$ cat src/rtl/pic_pkg.sv
// Shared definitions for the PIC-style core: default widths and the
// return-stack operation encoding.
package pic_pkg;

  localparam int PC_W        = 9;
  localparam int STACK_DEPTH = 2;

  typedef enum logic [1:0] {
    OP_NONE,
    OP_PUSH,
    OP_POP,
    OP_REPLACE
  } stack_op_e;

  // Push and pop together on an empty stack has nothing to replace,
  // so it is treated as a plain push.
  function automatic stack_op_e decode_op(input logic push,
                                          input logic pop,
                                          input logic is_empty);
    stack_op_e op;
    case ({push, pop})
      2'b10:   op = OP_PUSH;
      2'b01:   op = OP_POP;
      2'b11:   op = is_empty ? OP_PUSH : OP_REPLACE;
      default: op = OP_NONE;
    endcase
    return op;
  endfunction

endpackage

$ cat src/rtl/pc_stack_param.sv
// Parametrised LIFO return-address stack with occupancy tracking, sticky
// overflow/underflow flags and selectable wrap or saturate behaviour.
module pc_stack_param
  import pic_pkg::*;
#(
  parameter int DATA_W    = PC_W,
  parameter int DEPTH     = STACK_DEPTH,
  parameter int WRAP_MODE = 1
) (
  input  logic                       clk,
  input  logic                       rst,
  input  logic                       push,
  input  logic                       pop,
  input  logic [DATA_W-1:0]          push_data,
  input  logic                       clr_flags,
  output logic [DATA_W-1:0]          top_data,
  output logic [$clog2(DEPTH+1)-1:0] count,
  output logic                       empty,
  output logic                       full,
  output logic                       ovf,
  output logic                       unf
);

  localparam int PTR_W = $clog2(DEPTH);
  localparam int CNT_W = $clog2(DEPTH + 1);
  localparam logic [CNT_W-1:0] CNT_FULL = CNT_W'(DEPTH);

  logic [DATA_W-1:0] mem [DEPTH];
  logic [PTR_W-1:0]  sp;
  logic [PTR_W-1:0]  sp_inc;
  logic [PTR_W-1:0]  sp_dec;
  logic [CNT_W-1:0]  cnt;
  stack_op_e         op;
  logic              ovf_event;
  logic              unf_event;

  // DEPTH is a power of two, so plain pointer arithmetic wraps modulo DEPTH.
  assign sp_inc = sp + PTR_W'(1);
  assign sp_dec = sp - PTR_W'(1);

  assign empty    = (cnt == '0);
  assign full     = (cnt == CNT_FULL);
  assign count    = cnt;
  assign top_data = mem[sp_dec];

  assign op        = decode_op(push, pop, empty);
  assign ovf_event = (op == OP_PUSH) && full;
  assign unf_event = (op == OP_POP) && empty;

  always_ff @(posedge clk) begin
    if (rst) begin
      sp  <= '0;
      cnt <= '0;
      for (int i = 0; i < DEPTH; i++) begin
        mem[i] <= '0;
      end
    end else begin
      case (op)
        OP_PUSH: begin
          if (!full) begin
            mem[sp] <= push_data;
            sp      <= sp_inc;
            cnt     <= cnt + CNT_W'(1);
          end else if (WRAP_MODE != 0) begin
            // Overwrite the oldest entry, count stays at DEPTH.
            mem[sp] <= push_data;
            sp      <= sp_inc;
          end
        end
        OP_POP: begin
          if (!empty) begin
            sp  <= sp_dec;
            cnt <= cnt - CNT_W'(1);
          end else if (WRAP_MODE != 0) begin
            sp <= sp_dec;
          end
        end
        OP_REPLACE: mem[sp_dec] <= push_data;
        default: ;
      endcase
    end
  end

  // Sticky flags: a new event wins over a coincident clear.
  always_ff @(posedge clk) begin
    if (rst) begin
      ovf <= 1'b0;
      unf <= 1'b0;
    end else begin
      if (ovf_event)      ovf <= 1'b1;
      else if (clr_flags) ovf <= 1'b0;
      if (unf_event)      unf <= 1'b1;
      else if (clr_flags) unf <= 1'b0;
    end
  end

endmodule

$ cat config.mk
export PLATFORM = sky130hd
export DESIGN_NAME = pc_stack_param
export DESIGN_NICKNAME = d
export VERILOG_FILES = /design/src/rtl/pic_pkg.sv /design/src/rtl/pc_stack_param.sv
export SDC_FILE = /design/constraint.sdc
export NUM_CORES = 1
export LEC_CHECK = 0
export BUFFER_PORTS_ARGS = -buffer_cell sky130_fd_sc_hd__clkbuf_2
export CORE_ASPECT_RATIO = 1.25
export CORE_MARGIN = 1.5
export CORE_UTILIZATION = 54
export CTS_CLUSTER_SIZE = 10
export DETAILED_ROUTE_END_ITERATION = 7
export GPL_TIMING_DRIVEN = 0
export PLACE_DENSITY = 0.83
export REMOVE_ABC_BUFFERS = 1
export SYNTH_ARGS = -nofsm -noshare
export SYNTH_HDL_FRONTEND = slang
export SYNTH_SLANG_ARGS = --single-unit
$ cat constraint.sdc
create_clock -name clk -period 4.61 [get_ports clk]
set_input_delay 0.461 -clock clk [delete_from_list [all_inputs] [get_ports clk]]
set_output_delay 0.461 -clock clk [all_outputs]
set_load 0.02 [all_outputs]
Yosys cells after proc, flatten, opt, wreduce, memory -nomap -nowiden
Memory sizes are Yosys's and may differ from the RTL's. Index checks and enable logic that the tools add are counted.

Word-level logic and storage cells: 57. Memories kept: 1. Register bits after elaboration: 5. Bits in writable memories: 18. Bits of input ports: 14. Output and inout bits: 15.

Memories: mem (words 2, width 9, read ports 1, clocked after memory_dff 0, wr ports 2, RTL line pc_stack_param.sv:28) `logic [DATA_W-1:0] mem [DEPTH];`.

Add/sub/neg operators: 4. Bitwise gates (word level): 1. Reductions and logical operators: 9. Equality and inequality tests: 9. Muxes and demuxes: 29.

Operators by type and width (number): $mux W9 (3); $mux W1 (20); $reduce_or A9 Y1 (2); $eq A2 B2 Y1 const B (5); $mux W2 (3); $pmux W2 S3 (1); $reduce_bool A2 Y1 (3); $eq A2 B1 Y1 const B (2); $ne A2 B2 Y1 const B (2); $pmux W2 S2 (1); $reduce_and A3 Y1 (1); $add A2 B1 Y2 const B (1); $logic_and A1 B1 Y1 (2); $logic_not A2 Y1 (1); $pmux W1 S2 (1); $sub A2 B1 Y2 const B (1); $add A1 B1 Y1 const B (1); $or A1 B1 Y1 (1); $sub A1 B1 Y1 const B (1).

Logic depth before layout (Yosys ltp)
Depth in word-level cells: 11. Depth in mapped cells: 4.

Least setup slack after synthesis
No wires, ideal clock.

Kind: input-to-reg. Start point: in rst. End point: mem mem[0][0] (netlist bit), enable pin. Arrival: 1.513 ns. Cell stages on the path: 4. Path buffers: 1. Setup time: 0.335 ns. Setup slack: 2.762 ns. Cells stage by stage: buf_2 > or3b_4 > mux2i_4 > or2_1.

RTL lines: from (decl) (RTL line pc_stack_param.sv:11) `input logic rst,`; to (decl) (RTL line pc_stack_param.sv:28).

Worst setup path in the final report
Start point: reg sp. End point: out top_data[6].

Word-level cells in the longest chain between the ends: 2.

RTL lines: from (decl) (RTL line pc_stack_param.sv:29) `logic [PTR_W-1:0] sp;`; from (signal assigned) (RTL line pc_stack_param.sv:62) `sp <= sp_inc;`; from (signal assigned) (RTL line pc_stack_param.sv:67) `sp <= sp_inc;`; from (signal assigned) (RTL line pc_stack_param.sv:72) `sp <= sp_dec;`; $sub A1 B1 Y1 (RTL line pc_stack_param.sv:39) `assign sp_dec = sp - PTR_W'(1);`; $mem_v2 Z2 W9; to (decl) (RTL line pc_stack_param.sv:16) `output logic [DATA_W-1:0] top_data,`.

Every way passes these cells.

==> results.cfg <==
[status]
status = complete, no violations

[detailed_routing]
drt_first_iter_violations = 15
detail_route.wl_per_cell_um = 12.3
ant_nets = 0
viasPerCell = 5.47
wl_um = 1630
vias = 728
drcViolationCount = 0
drtPass1Iterations = 4

[timing]
skew_ns = 0.00490
worst_pin_slew_ns = 0.546
timing.final.max_slew_violations = 0
slew_headroom_pct = 63.6
setup_viol = 0
rsz0062_at_grt = no
hold_violations = 0
whs_ns = 0.429
post-route-period-util_pct = 43.6
setup_tns_ns = 0
layout_min_cycle_time_ns = 2.01
max_freq_mhz = 497

[finish]
fillers = 149
final_cell_area_mm2 = 0.00128
layout_common_cells = clkbuf_2, and2_1, edfxtp_1
ff_latch_area_um2 = 641
fin_util_pct = 66.1
multi_input_area_um2 = 445
layout.cells.most_common = clkbuf_2
drive_above_1_share_pct = 41.6
syn2layout_area_growth_pct = 16.9
fin_nets = 128
diodes = 0

[synthesis]
ys.flop_type = edfxtp_1
synth-adder-area-share_pct = 0
muxShareOfSynthArea_pct = 15.3
yosysSeqAreaShare_pct = 58.4
synth_cell_types = 21
synthCells = 83
synthXorXnorAreaFrac_pct = 0
synth_simple_gate_area_share_pct = 20.8
yosysWarningCount = 0
synthArstFlopShare_pct = 0
synth-edff-count = 18
synth_compound_area_share_pct = 4.57
netlist_area_mm2 = 0.00110
avgSynthCellArea_um2 = 13.2
synth_top_family_by_area = simple AND/OR/NAND/NOR gates
yosys_register_bits = 23

[global_route]
first_global_vias = 693
antenna_found_initial = 0
grt.total_usage_pct = 16.5
grt_pass1_wl_um = 2770
overflow = 0
grt_max_degree = 15

[power_and_ir_drop]
cellPowerDensity_mw_per_mm2 = 330
p_leak_nw = 0.530
p_total_mw = 0.423
vdd_drop_max_uv = 282
power.share.clock_pct = 21.9
intPower_mw = 0.310
combinationalPowerShare_pct = 18.8
p_sw_share_pct = 26.6
p_seq_share_pct = 59.3
p_switching_mw = 0.113

[cts]
insertion_delay_ns = 0.31
numCtsBuffers = 3
cts.clk_slew.worst_paths_ns = 0.12
hold_buffers = 0
post_cts_buffers = 0
cts-resized-gates = 0
cts_tree = done
cts-root-buf = clkbuf_4
cts_max_path_buffers = 2
cts_sinks = 23
htree_num_levels = 1

[min_path]
hold_path_class = input port to flip-flop

[floorplanning]
fp.dieArea_mm2 = 0.00231
start_util_pct = 56.6
ioPinCount = 29
rows = 18
die-width_um = 43.3
design.core.area_mm2 = 0.00194
dieHeight_um = 53.4

[setup_path]
end_kind = output pin
critical_path_buf_inv_count = 1
path_cells = mux2_2 > clkbuf_2
critPathLaunchType = flip-flop
required_ns = 4.15
path_delay_family = flip-flops
slowest_delay_ns = 0.69
critPathKind = flip-flop to output pin
cpMaxStageDelayCell = dfxtp_1
arrival_ns = 1.55
path_max_fanout = 13

[placed_design]
portBuffers = 28
placed_area_mm2 = 0.00125
gp_congestion = 0.702
dp_hpwl_um = 1160

[run]
cap_violations = 0
==> per-layer routing <==
metal  part of all wire [%]  GRT usage, %
met1                     41          16.4
met2                     53          33.1
met3                    4.2          2.05
met4                    2.0          7.58
met5                      0             0
==> Yosys cell counts, drive strengths merged (2+ instances only) <==
cell	number	area (um2)
o21a	2	22.5
or2	2	12.5
buf	2	10.0
mux2i	3	55.1
nor3	2	10.0
nor2b	6	37.5
dfxtp	5	100
and2	18	113
nor2	5	18.8
a21oi	4	20.0
edfxtp	18	541
mux2	10	113
==> path summary, 6_finish.rpt <==
path                            cells after the start     endpoint  slack, ns          from
worst min-delay path                                2    mem[1][1]       0.43  push_data[1]
worst max-delay path                                2  top_data[6]       2.60            sp
worst min register to register                      3          ovf       0.63           ovf
worst max register to register                      3    mem[0][7]       2.61            sp
==> layout make-up <==
| cell class | instances | share of cell area, % |
|---|---|---|
| well taps | 20 | 1.95 |
| multi-input cells | 58 | 34.8 |
| flip-flops and latches | 23 | 50.0 |
| clock buffers | 3 | 1.76 |
| clock inverters | 1 | 0.586 |
| repair buffers | 28 | 10.9 |
==> logic make-up (layout without fill, tap and decap cells) <==
logic type      count (synthesis)  count (layout)
compound gates                  7               7
simple gates                   38              38
buf+inv                         2              32
flops                          23              23
mux                            13              13
==> power by group through the flow <==
| stage | clock network, mW | registers [mW] | logic (mW) |
|---|---|---|---|
| floorplan | 0 | 0.254 | 0.0536 |
| global placement | 0 | 0.254 | 0.0786 |
| detailed placement | 0 | 0.256 | 0.0798 |
| CTS | 0.0941 | 0.251 | 0.0801 |
| global route | 0.0998 | 0.253 | 0.0864 |
| finish | 0.0927 | 0.251 | 0.0793 |
==> per-stage QoR <==
step | setup WS, ns | instances
after floorplan | 2.90 | 81
after global placement | 2.50 | 129
after detailed placement | 2.52 | 129
after CTS | 2.60 | 133
after global routing | 2.45 | 133
final | 2.60 | 133
==> flip-flops by register name, summed over array words and instances (netlist names) <==
name   count
unf        1
count      2
sp         1
ovf        1
mem       18
==> worst register-to-register path: cells and delay by family (launching register included) <==
family           cells  cell delay [ns]
and+or+nand+nor      2             0.67
muxes                1             0.32
DFF                  1             0.69
(Power assumes the default switching activity.)
